$ cat src/rtl/mux_41_arbiter.sv
// Round-robin arbiter and select sequencer for the shared 4:1 single-bit mux.
// Four requesters (req[0]..req[3] -> mux inputs a..d) share the mux. Each grant
// is registered and one-hot, and lasts at most MAX_HOLD consecutive cycles. The
// mux selects {sel1,sel0} follow the granted index. They hold their last value
// while idle so the mux does not toggle.
module mux_41_arbiter #(
  parameter int MAX_HOLD = 4,
  parameter int CNT_W    = 4
) (
  input  logic       clk,
  input  logic       rst_n,
  input  logic [3:0] req,
  output logic [3:0] grant,
  output logic       sel1,
  output logic       sel0,
  output logic       busy
);

  typedef enum logic {
    IDLE,
    GRANT
  } state_t;

  // Last hold-counter value before a grant is forced to release.
  localparam logic [CNT_W-1:0] HOLD_LAST = CNT_W'(MAX_HOLD - 1);

  state_t           state_q, state_d;
  logic [1:0]       ptr_q, ptr_d;
  logic [CNT_W-1:0] cnt_q, cnt_d;
  logic [3:0]       grant_q, grant_d;
  logic [1:0]       sel_q, sel_d;
  logic             busy_q, busy_d;

  logic             win_valid;
  logic [1:0]       win_idx;
  logic             arbitrate;

  // Priority search starting at ptr.
  // Walk the offsets from farthest to nearest so the closest requester wins.
  // When only the current owner still requests, it is found last and re-granted.
  always_comb begin
    win_valid = 1'b0;
    win_idx   = ptr_q;
    for (int i = 3; i >= 0; i--) begin
      if (req[ptr_q + 2'(i)]) begin
        win_valid = 1'b1;
        win_idx   = ptr_q + 2'(i);
      end
    end
  end

  // Next-state logic.
  // The owner keeps the mux while it requests and has hold budget left.
  // Otherwise arbitration runs at the same edge, so there is no idle bubble.
  always_comb begin
    state_d   = state_q;
    ptr_d     = ptr_q;
    cnt_d     = cnt_q;
    grant_d   = grant_q;
    sel_d     = sel_q;
    busy_d    = busy_q;
    arbitrate = 1'b0;

    case (state_q)
      IDLE: begin
        arbitrate = 1'b1;
      end
      GRANT: begin
        if (req[sel_q] && (cnt_q < HOLD_LAST)) begin
          cnt_d = cnt_q + CNT_W'(1);
        end else begin
          arbitrate = 1'b1;
        end
      end
      default: begin
        arbitrate = 1'b1;
      end
    endcase

    if (arbitrate) begin
      cnt_d = '0;
      if (win_valid) begin
        state_d = GRANT;
        grant_d = 4'b0001 << win_idx;
        sel_d   = win_idx;
        busy_d  = 1'b1;
        ptr_d   = win_idx + 2'd1;
      end else begin
        state_d = IDLE;
        grant_d = 4'b0000;
        busy_d  = 1'b0;
      end
    end
  end

  // State, pointer, counter and registered outputs; reset clears everything.
  always_ff @(posedge clk or negedge rst_n) begin
    if (!rst_n) begin
      state_q <= IDLE;
      ptr_q   <= 2'd0;
      cnt_q   <= '0;
      grant_q <= 4'b0000;
      sel_q   <= 2'd0;
      busy_q  <= 1'b0;
    end else begin
      state_q <= state_d;
      ptr_q   <= ptr_d;
      cnt_q   <= cnt_d;
      grant_q <= grant_d;
      sel_q   <= sel_d;
      busy_q  <= busy_d;
    end
  end

  assign grant = grant_q;
  assign sel1  = sel_q[1];
  assign sel0  = sel_q[0];
  assign busy  = busy_q;

endmodule

$ cat config.mk
export PLATFORM = sky130hd
export DESIGN_NAME = mux_41_arbiter
export DESIGN_NICKNAME = d
export VERILOG_FILES = /design/src/rtl/mux_41_arbiter.sv
export SDC_FILE = /design/constraint.sdc
export NUM_CORES = 1
export LEC_CHECK = 0
export BUFFER_PORTS_ARGS = -buffer_cell sky130_fd_sc_hd__buf_2
export CELL_PAD_IN_SITES_DETAIL_PLACEMENT = 0
export CELL_PAD_IN_SITES_GLOBAL_PLACEMENT = 1
export CORE_MARGIN = 2
export CORE_UTILIZATION = 43
export DETAILED_ROUTE_END_ITERATION = 10
export PLACE_DENSITY_LB_ADDON = 0.1
export SLEW_MARGIN = 20
export SYNTH_ARGS = -nofsm -noshare
export SYNTH_HDL_FRONTEND = slang
export SYNTH_SLANG_ARGS = --single-unit
$ cat constraint.sdc
create_clock -name clk -period 4.2 [get_ports clk]
set_input_delay 0.84 -clock clk [delete_from_list [all_inputs] [get_ports clk]]
set_output_delay 0.84 -clock clk [all_outputs]
set_load 0.1 [all_outputs]
After elaboration in Yosys (flattened, before gate mapping)
Index checks and enable logic that the tools add are counted.

operators by class
  shift-type cells = 1
  bitwise operators = 1
  $add $sub $neg = 5
  magnitude comparators = 6
  multiplexer cells = 25
  reduce and logical (&&, ||, !) cells = 5

operator list
  kind                 count
  $mux 4               4
  $lt 2x3->1 const B   5
  $mux 1               11
  $bmux 1 s2           5
  $mux 2               4
  $add 2x1->2 const B  2
  $add 2x2->2 const B  2
  $add 4x1->4 const B  1
  $lt 4x2->1 const B   1
  $reduce_and 2->1     2
  $reduce_bool 2->1    2
  $shl 1x2->4 const A  1
  $pmux 1 s2           1
  $logic_and 1x1->1    1
  $not 1->1            1

storage, ports and cells
  logic and storage cells = 48
  bits in registers = 13
  output and inout bits = 7
  input port bits = 6

Longest topological paths before layout
Gate-level depths: netlist of the first run.

  depth in word-level cells = 9
  mapped depth = 7
  depth with buffers taken out = 6

Worst setup path after synthesis of the first run
Ideal clock, no wire load.

  path kind = register to register
  start = reg sel_q[0]
  end = reg sel_q[0]
  data required time = 4,080 ps
  buffers on the path = 0
  clock period less this slack = 2,212 ps
  arrival time = 2,093 ps
  cell stages (with the launch flop) = 5
  setup time = 120 ps
  path slack = 1,988 ps
  path through = dfrtp_1 mux4_1 and4b_4 nand2b_4 a21o_1

on the way
  longest elaborated chain between the ends = 6

ends and longest elaborated chain
  what                          line  source
  start, declared               31    logic [1:0] sel_q, sel_d;
  start signal, assigned        110   sel_q <= sel_d;
  $bmux 1 s2                    69    if (req[sel_q] && (cnt_q < HOLD_LAST)) begin
  $mux 1 (not written as such)  69
  $logic_and 1x1->1             69
  $mux 1                        69
  $pmux 1 s2                    64    case (state_q)
  $reduce_and 2->1 (no line)    -

Every way passes these cells. The select of a mux whose other input is x is not followed.
A chain may end at the register's enable or synchronous reset.

Final worst setup path of the first run
  start = in req[1]
  end = reg sel_q[0]

on the way
  longest elaborated chain between the ends = 7
  elaborated cells on any way between the ends = 22
  classes of those cells = mux (20); reduce/logical (2)

ends and longest elaborated chain
  what                          line  source
  start, declared               12    input logic [3:0] req,
  $bmux 1 s2                    45    if (req[ptr_q + 2'(i)]) begin
  $mux 1 (not written as such)  45
  $mux 1 (4 in series)          45
  $reduce_and 2->1 (no line)    -

Several ways; a longest one is shown, not always the timed one. The select of a mux whose other input is x is not followed.

==> results of run 1 <==
==> worst max-delay path: stages <==
cell and delay (ns):
sky130_fd_sc_hd__buf_2 0.13, sky130_fd_sc_hd__mux4_1 0.52, sky130_fd_sc_hd__and4b_4 0.25, sky130_fd_sc_hd__nand2b_4 0.18
sky130_fd_sc_hd__a21o_1 0.18
==> cell families after synthesis <==
logic type / after synthesis / share of synthesized area
compound gates: 17 / 0.1787
buf+inv: 4 / 0.03315
xor+xnor: 1 / 0.01289
flops: 13 / 0.4788
other cells: 1 / 0.005520
fa+ha+maj: 1 / 0.01841
mux: 1 / 0.03868
simple gates: 27 / 0.2339
==> layer usage <==
layer	up-vias	track usage	part of all wire
met3	2	0.04167	0.067
met5	-	0	0
met4	0	0.08485	0.0081
met2	23	0.2265	0.45
li1	260	-	-
met1	243	0.2154	0.47
==> cell type report <==
class | count | area [µm²] | share of cell area
Multi-Input combinational cell | 49 | 335.3 | 0.4330
Sequential cell | 13 | 325.3 | 0.4200
Timing Repair Buffer | 12 | 60.06 | 0.07754
Clock buffer | 4 | 26.28 | 0.03393
Tap cell | 16 | 20.02 | 0.02585
Inverter | 2 | 7.507 | 0.009693
==> flip-flops by register name, indices dropped and copies added (netlist names) <==
register  cells
cnt_q         4
grant         4
ptr_q         2
sel_q         2
state_q       1
==> power by group through the flow <==
stage | Combinational (mW) | Sequential [mW] | Clock (mW)
2_1_floorplan | 0.115 | 0.382 | 0
3_3_place_gp | 0.347 | 0.211 | 0
3_5_place_dp | 0.348 | 0.209 | 0
4_1_cts | 0.348 | 0.207 | 0.0778
5_1_grt | 0.366 | 0.213 | 0.0843
6_report | 0.346 | 0.206 | 0.0747
==> how the worst min path moves through the flow <==
| stage | cells after the start | start | to |
|---|---|---|---|
| 2_1_floorplan | 1 | cnt_q[0] | cnt_q[0] |
| 3_3_place_gp | 1 | cnt_q[0] | cnt_q[0] |
| 3_5_place_dp | 1 | cnt_q[0] | cnt_q[0] |
| 4_1_cts | 1 | rst_n | grant[1] |
| 5_1_grt | 1 | rst_n | grant[1] |
| 6_report | 1 | rst_n | grant[1] |
==> cell usage in the layout, fill, tap and decap left out <==
| cell type | synthesis | layout |
|---|---|---|
| sky130_fd_sc_hd__nand2_1 | 9 | 9 |
| sky130_fd_sc_hd__a32o_1 | 1 | 1 |
| sky130_fd_sc_hd__o211ai_1 | 1 | 1 |
| sky130_fd_sc_hd__nand2b_1 | 2 | 2 |
| sky130_fd_sc_hd__clkbuf_1 | 1 | 1 |
| sky130_fd_sc_hd__nor2_2 | 2 | 2 |
| sky130_fd_sc_hd__o21ai_1 | 1 | 1 |
| sky130_fd_sc_hd__a211o_1 | 1 | 1 |
| sky130_fd_sc_hd__nor2b_1 | 2 | 2 |
| sky130_fd_sc_hd__o22ai_1 | 1 | 1 |
| sky130_fd_sc_hd__nand4b_1 | 1 | 1 |
| sky130_fd_sc_hd__inv_1 | 2 | 2 |
| sky130_fd_sc_hd__o221ai_1 | 1 | 1 |
| sky130_fd_sc_hd__a311oi_1 | 1 | 1 |
| sky130_fd_sc_hd__a21oi_4 | 1 | 1 |
| sky130_fd_sc_hd__nand3b_1 | 1 | 1 |
| sky130_fd_sc_hd__and4b_4 | 1 | 1 |
| sky130_fd_sc_hd__dfrtp_1 | 13 | 13 |
| sky130_fd_sc_hd__nor2_1 | 4 | 4 |
| sky130_fd_sc_hd__conb_1 | 1 | 2 |
| sky130_fd_sc_hd__nand3_1 | 1 | 1 |
| sky130_fd_sc_hd__mux4_1 | 1 | 1 |
| sky130_fd_sc_hd__buf_2 | 0 | 12 |
| sky130_fd_sc_hd__nor2_4 | 1 | 1 |
| sky130_fd_sc_hd__o21ai_0 | 5 | 5 |
| sky130_fd_sc_hd__a21oi_1 | 2 | 2 |
| sky130_fd_sc_hd__clkbuf_4 | 0 | 3 |
| sky130_fd_sc_hd__ha_1 | 1 | 1 |
| sky130_fd_sc_hd__and2_1 | 1 | 1 |
| sky130_fd_sc_hd__nand2b_4 | 1 | 1 |
| sky130_fd_sc_hd__o21a_1 | 1 | 1 |
| sky130_fd_sc_hd__xor2_1 | 1 | 1 |
| sky130_fd_sc_hd__a21o_1 | 1 | 1 |
| sky130_fd_sc_hd__or3_1 | 1 | 1 |
==> results.cfg, run 1 <==
[placed_design]
placed_cells = 92
gp_congestion = 0.8625
numPortBuffers = 12
placement.cell_area_um2 = 748.2
preCtsSetupSlack_ns = 1.978
detailed_place_hpwl_um = 957.6

[synthesis]
synthDominantCellAreaShare = 0.4788
synth_enable_flop_cells = 0
mappedNetlistArea_um2 = 679.4
main_flop_type_after_synthesis = sky130_fd_sc_hd__dfrtp_1
synth_area_per_cell_um2 = 10.45
ys_top_cells_by_count = sky130_fd_sc_hd__dfrtp_1, sky130_fd_sc_hd__nand2_1, sky130_fd_sc_hd__o21ai_0, sky130_fd_sc_hd__nor2_1
synth_seq_cells = 13
synth.distinct_cells = 33
synth_top_cell_by_area = sky130_fd_sc_hd__dfrtp_1
postSynthCellCount = 65
async_reset_ff_frac = 1.000
synth.most_common_cell = sky130_fd_sc_hd__dfrtp_1
synth.yosys.seq_area_share = 0.4788
synth_warnings = 0
post_synth_main_area_contributors = sky130_fd_sc_hd__dfrtp_1, sky130_fd_sc_hd__nand2_1, sky130_fd_sc_hd__mux4_1

[power_and_ir_drop]
report.power.total_mw = 0.6270
p_seq_frac = 0.329
irDropWorstVdd_v = 0.0004374
power.switching_mw = 0.3484
power.leakage_nw = 0.3656
comb_power_share = 0.552
share_of_total_power_in_the_clock_network = 0.119
power_density_mw_per_mm2 = 809.6
sw_frac_of_total = 0.5557
power_report.internal_total_mw = 0.2786

[route]
detail_route.wl_per_cell_um = 12.81
drc = 0
vias = 528
detail_route.iter0.violations = 16
final_antenna_net_count = 0
total_length_of_routed_wires_um = 1230
routed_via_density = 5.500
detail_route.first_pass.iterations = 4

[grt]
largest_net_degree_at_the_start_of_global_routing = 14
gr-total-overflow = 0
via_count_of_the_first_global_routing_pass = 487
grt_util_all_layers = 0.1574
initial_antenna_violation_count = 0
global_route_wire_length_before_repair_um = 2166

[critical_path]
endpoint = sel_q[0]
cp_max_fo = 12
worstSetupStartpoint = req[1]
rrSetupSlack_ns = 2.52
crit_path_capture_type = flip-flop
regToRegEndpoint = sel_q[0]
worstPathRequired_ns = 4.36
start_kind = primary input
number_of_cells_on_the_worst_reg_to_reg_path = 4
rr_startpoint = sel_q[0]
worst_ep_arrival_time_ns = 2.10
setup.worst_path.class = primary input to flip-flop

[final_layout]
finish.net_count = 88
instances_no_fill = 96
num_antenna_cells = 0
final.fill_count = 141
final_area_um2 = 774.5
utilization = 0.5202
areaGrowthSynthToFinish_pct = 14.00
drive_gt1_frac = 0.2625

[timing]
final-max-slew-violation-count = 0
finalClockSkew_ns = 0.002684
whs_ns = 0.4374
timing_hold_violations_final = 0
max_clock_freq_mhz = 515.3
setup_viol_count_final = 0
rsz0062_at_grt = no
fin_setup_tns_ns = 0
setup_slack_ns = 2.259
post-route-period-util = 0.4621
final.min_clock_period_ns = 1.941

[run_status]
status = completed

[min_path]
hold_path_class = primary input to async pin

[die]
total_die_area_mm2 = 0.001914
count_of_boundary_i_o_pins = 13
die_y_um = 43.75
std_cell_rows = 14
floorplan.initialDensity = 0.4563
floorplan.die.width_um = 43.75
core_box_area_mm2 = 0.001489

[cts]
post_cts_resized = 0
holdBufCountCts = 0
cts_root_buf = sky130_fd_sc_hd__clkbuf_4
cts.htree.levels = 1
cts_num_sinks = 13
clock_buffer_depth = 2
cts_tree = done
number_of_buffers_inserted_during_clock_tree_synthesis = 3
clk_latency_ns = 0.27
clock_pin_slew_worst_setup_and_hold_paths_ns = 0.08
cts_setup_buffers = 0

[flow_run]
number_of_max_cap_violations = 0
Note: power is estimated with default switching activity, not from simulation.
==> run 2: changes to the inputs <==
--- a/config.mk
+++ b/config.mk
@@ -5,11 +5,12 @@
 export SDC_FILE = /design/constraint.sdc
 export NUM_CORES = 1
 export LEC_CHECK = 0
+export ABC_AREA = 1
 export BUFFER_PORTS_ARGS = -buffer_cell sky130_fd_sc_hd__buf_2
 export CELL_PAD_IN_SITES_DETAIL_PLACEMENT = 0
 export CELL_PAD_IN_SITES_GLOBAL_PLACEMENT = 1
 export CORE_MARGIN = 2
-export CORE_UTILIZATION = 43
+export CORE_UTILIZATION = 38
 export DETAILED_ROUTE_END_ITERATION = 10
 export PLACE_DENSITY_LB_ADDON = 0.1
 export SLEW_MARGIN = 20
==> constraint.sdc (replaced) <==
create_clock -name clk -period 1.8 [get_ports clk]
set_input_delay 0.36 -clock clk [delete_from_list [all_inputs] [get_ports clk]]
set_output_delay 0.36 -clock clk [all_outputs]
set_load 0.1 [all_outputs]
==> run 2 against run 1 <==
  * Cell count rose by 61%
  * Critical path type is now flip-flop to flip-flop
  * Cell area is 18% higher
  * Routed wire length up 25%
  * Largest cell class unchanged
  * Highest routed layer is now met3
  * First-iteration DRC count decreased by 19%
  * Critical endpoint is now ptr_q[1]
==> results.cfg, run 2 <==
[min_path]
min_path_cells = 1
timing.hold.worst_endpoint = cnt_q[0]
hold_path_class = flip-flop to flip-flop
worst_hold_startpoint = cnt_q[0]

[route]
final_antenna_net_count = 0
routed_via_density = 4.471
total_length_of_routed_wires_um = 1536
detail_route.iter0.violations = 13
drc = 0
detail_route.wl_per_cell_um = 9.910
detail_route.first_pass.iterations = 4
vias = 693

[final_layout]
mostFrequentLayoutCells = sky130_fd_sc_hd__nand2_1, sky130_fd_sc_hd__inv_1, sky130_fd_sc_hd__nand3_1, sky130_fd_sc_hd__buf_2, sky130_fd_sc_hd__dfrtp_1
layout_commonest_cell = sky130_fd_sc_hd__nand2_1
areaGrowthSynthToFinish_pct = 16.99
final_area_um2 = 913.4
num_antenna_cells = 0
drive_gt1_frac = 0.2578
final.fill_count = 195
finish.net_count = 136
instances_no_fill = 155

[synthesis]
post_synth_main_area_contributors = sky130_fd_sc_hd__dfrtp_1, sky130_fd_sc_hd__nand2_1, sky130_fd_sc_hd__nand3_1
synth.distinct_cells = 20
main_flop_type_after_synthesis = sky130_fd_sc_hd__dfrtp_1
synth.yosys.seq_area_share = 0.4167
synth_top_cell_by_area = sky130_fd_sc_hd__dfrtp_1
ys_top_cells_by_count = sky130_fd_sc_hd__nand2_1, sky130_fd_sc_hd__inv_1, sky130_fd_sc_hd__dfrtp_1, sky130_fd_sc_hd__nand3_1, sky130_fd_sc_hd__nand2_2
synth.most_common_cell = sky130_fd_sc_hd__nand2_1
postSynthCellCount = 110
synth_area_per_cell_um2 = 7.098
mappedNetlistArea_um2 = 780.7
synth_warnings = 0
synth_seq_cells = 13
async_reset_ff_frac = 1.000
synthDominantCellAreaShare = 0.4167
synth_enable_flop_cells = 0

[timing]
final.min_clock_period_ns = 1.589
post-route-period-util = 0.8827
finalClockSkew_ns = 0.003770
timing_hold_violations_final = 0
setup_slack_ns = 0.2111
rsz0062_at_grt = no
setup_viol_count_final = 0
fin_setup_tns_ns = 0
max_clock_freq_mhz = 629.4
final-max-slew-violation-count = 0

[cts]
cts_root_buf = sky130_fd_sc_hd__clkbuf_4
cts_tree = done
number_of_buffers_inserted_during_clock_tree_synthesis = 3
cts.htree.levels = 1
clk_latency_ns = 0.27
cts_num_sinks = 13
clock_pin_slew_worst_setup_and_hold_paths_ns = 0.07
clock_buffer_depth = 2

[critical_path]
regToRegEndpoint = ptr_q[1]
crit_path_capture_type = flip-flop
rr_startpoint = ptr_q[0]
setup.worst_path.class = flip-flop to flip-flop
number_of_cells_on_the_worst_reg_to_reg_path = 12
worstPathRequired_ns = 1.96
rrSetupSlack_ns = 0.21
worst_ep_arrival_time_ns = 1.74
start_kind = flip-flop
cp_max_fo = 8

[placed_design]
placement.cell_area_um2 = 875.8
numPortBuffers = 12
preCtsSetupSlack_ns = 0.1592
gp_congestion = 0.7849
detailed_place_hpwl_um = 1278
placed_cells = 150

[die]
total_die_area_mm2 = 0.002433
floorplan.initialDensity = 0.4021
count_of_boundary_i_o_pins = 13
die_y_um = 49.33
std_cell_rows = 16
core_box_area_mm2 = 0.001942
floorplan.die.width_um = 49.33

[grt]
initial_antenna_violation_count = 0
gr-total-overflow = 0
grt_util_all_layers = 0.1471
global_route_wire_length_before_repair_um = 2760
largest_net_degree_at_the_start_of_global_routing = 14
via_count_of_the_first_global_routing_pass = 633

[flow_run]
number_of_max_cap_violations = 0

[run_status]
status = completed
## run 2: cell types whose count changed after synthesis, sizes merged, moves of 3 or more
cell	before	now
inv	2	18
nand2b	3	0
nor2	7	4
nand2	9	51
o21ai	6	3
nand3	1	14
## run 2: cell type report
type / count / area (µm²) / area share
Clock buffer: 4 / 26.28 / 0.02877
Tap cell: 27 / 33.78 / 0.03699
Multi-Input combinational cell: 79 / 375.4 / 0.4110
Timing Repair Buffer: 14 / 77.57 / 0.08493
Inverter: 18 / 72.57 / 0.07945
Sequential cell: 13 / 327.8 / 0.3589
## run 2: worst max path at each step
stage / start / endpoint / slack (ns)
global placement: ptr_q[0] / ptr_q[1] / 0.14
CTS: ptr_q[0] / ptr_q[1] / 0.15
floorplan: state_q / ptr_q[1] / 0.02
global route: ptr_q[0] / ptr_q[1] / 0.06
finish: ptr_q[0] / ptr_q[1] / 0.21
detailed placement: ptr_q[0] / ptr_q[1] / 0.16
## run 2: critical path: stages, from the launching register on
cell and delay, ns:
sky130_fd_sc_hd__dfrtp_2 0.48, sky130_fd_sc_hd__inv_4 0.12, sky130_fd_sc_hd__nand2_1 0.07, sky130_fd_sc_hd__nand2_2 0.08
sky130_fd_sc_hd__nand2_1 0.11, sky130_fd_sc_hd__nand2_2 0.09, sky130_fd_sc_hd__inv_1 0.05, sky130_fd_sc_hd__nand2_1 0.06
sky130_fd_sc_hd__nand3_1 0.06, sky130_fd_sc_hd__nand2_1 0.12, sky130_fd_sc_hd__nand2_1 0.09, sky130_fd_sc_hd__nand3_2 0.08
sky130_fd_sc_hd__nand3_1 0.07
## run 2: logic make-up (layout without fill, tap and decap cells)
group,after synthesis,count (layout),synth area share
buffers and inverters,19,36,0.1074
AOI/OAI and AO/OA,5,5,0.03525
and+or+nand+nor,71,71,0.4199
DFF,13,13,0.4167
adders and majority gates,1,1,0.01602
other,1,2,0.004803
## run 2: metal layers
layer	up-vias	routed length, µm	GRT usage
met5	-	0	0
met4	0	0	0
met3	0	89	0.04601
met2	16	692	0.2252
met1	305	754	0.2150
li1	372	-	-
## run 2: metrics by stage
step | hold WS [ns] | util
floorplan | 0.06441 | -
global placement | 0.2566 | 0.4510
detailed placement | 0.2613 | 0.4510
CTS | 0.4326 | 0.4697
global route | 0.4527 | 0.4704
finish | 0.4267 | 0.4704
## run 2: timing repair
action,4_1_cts,5_1_grt
hold buffers,1,0
gates resized for setup,0,1
endpoints found under the hold margin,13,0
endpoints found under the setup margin,0,1
buffers inserted,0,0
Power of run 2 is not shown: default switching activity piles up to over one toggle a cycle in this logic, so the estimate is an artifact.
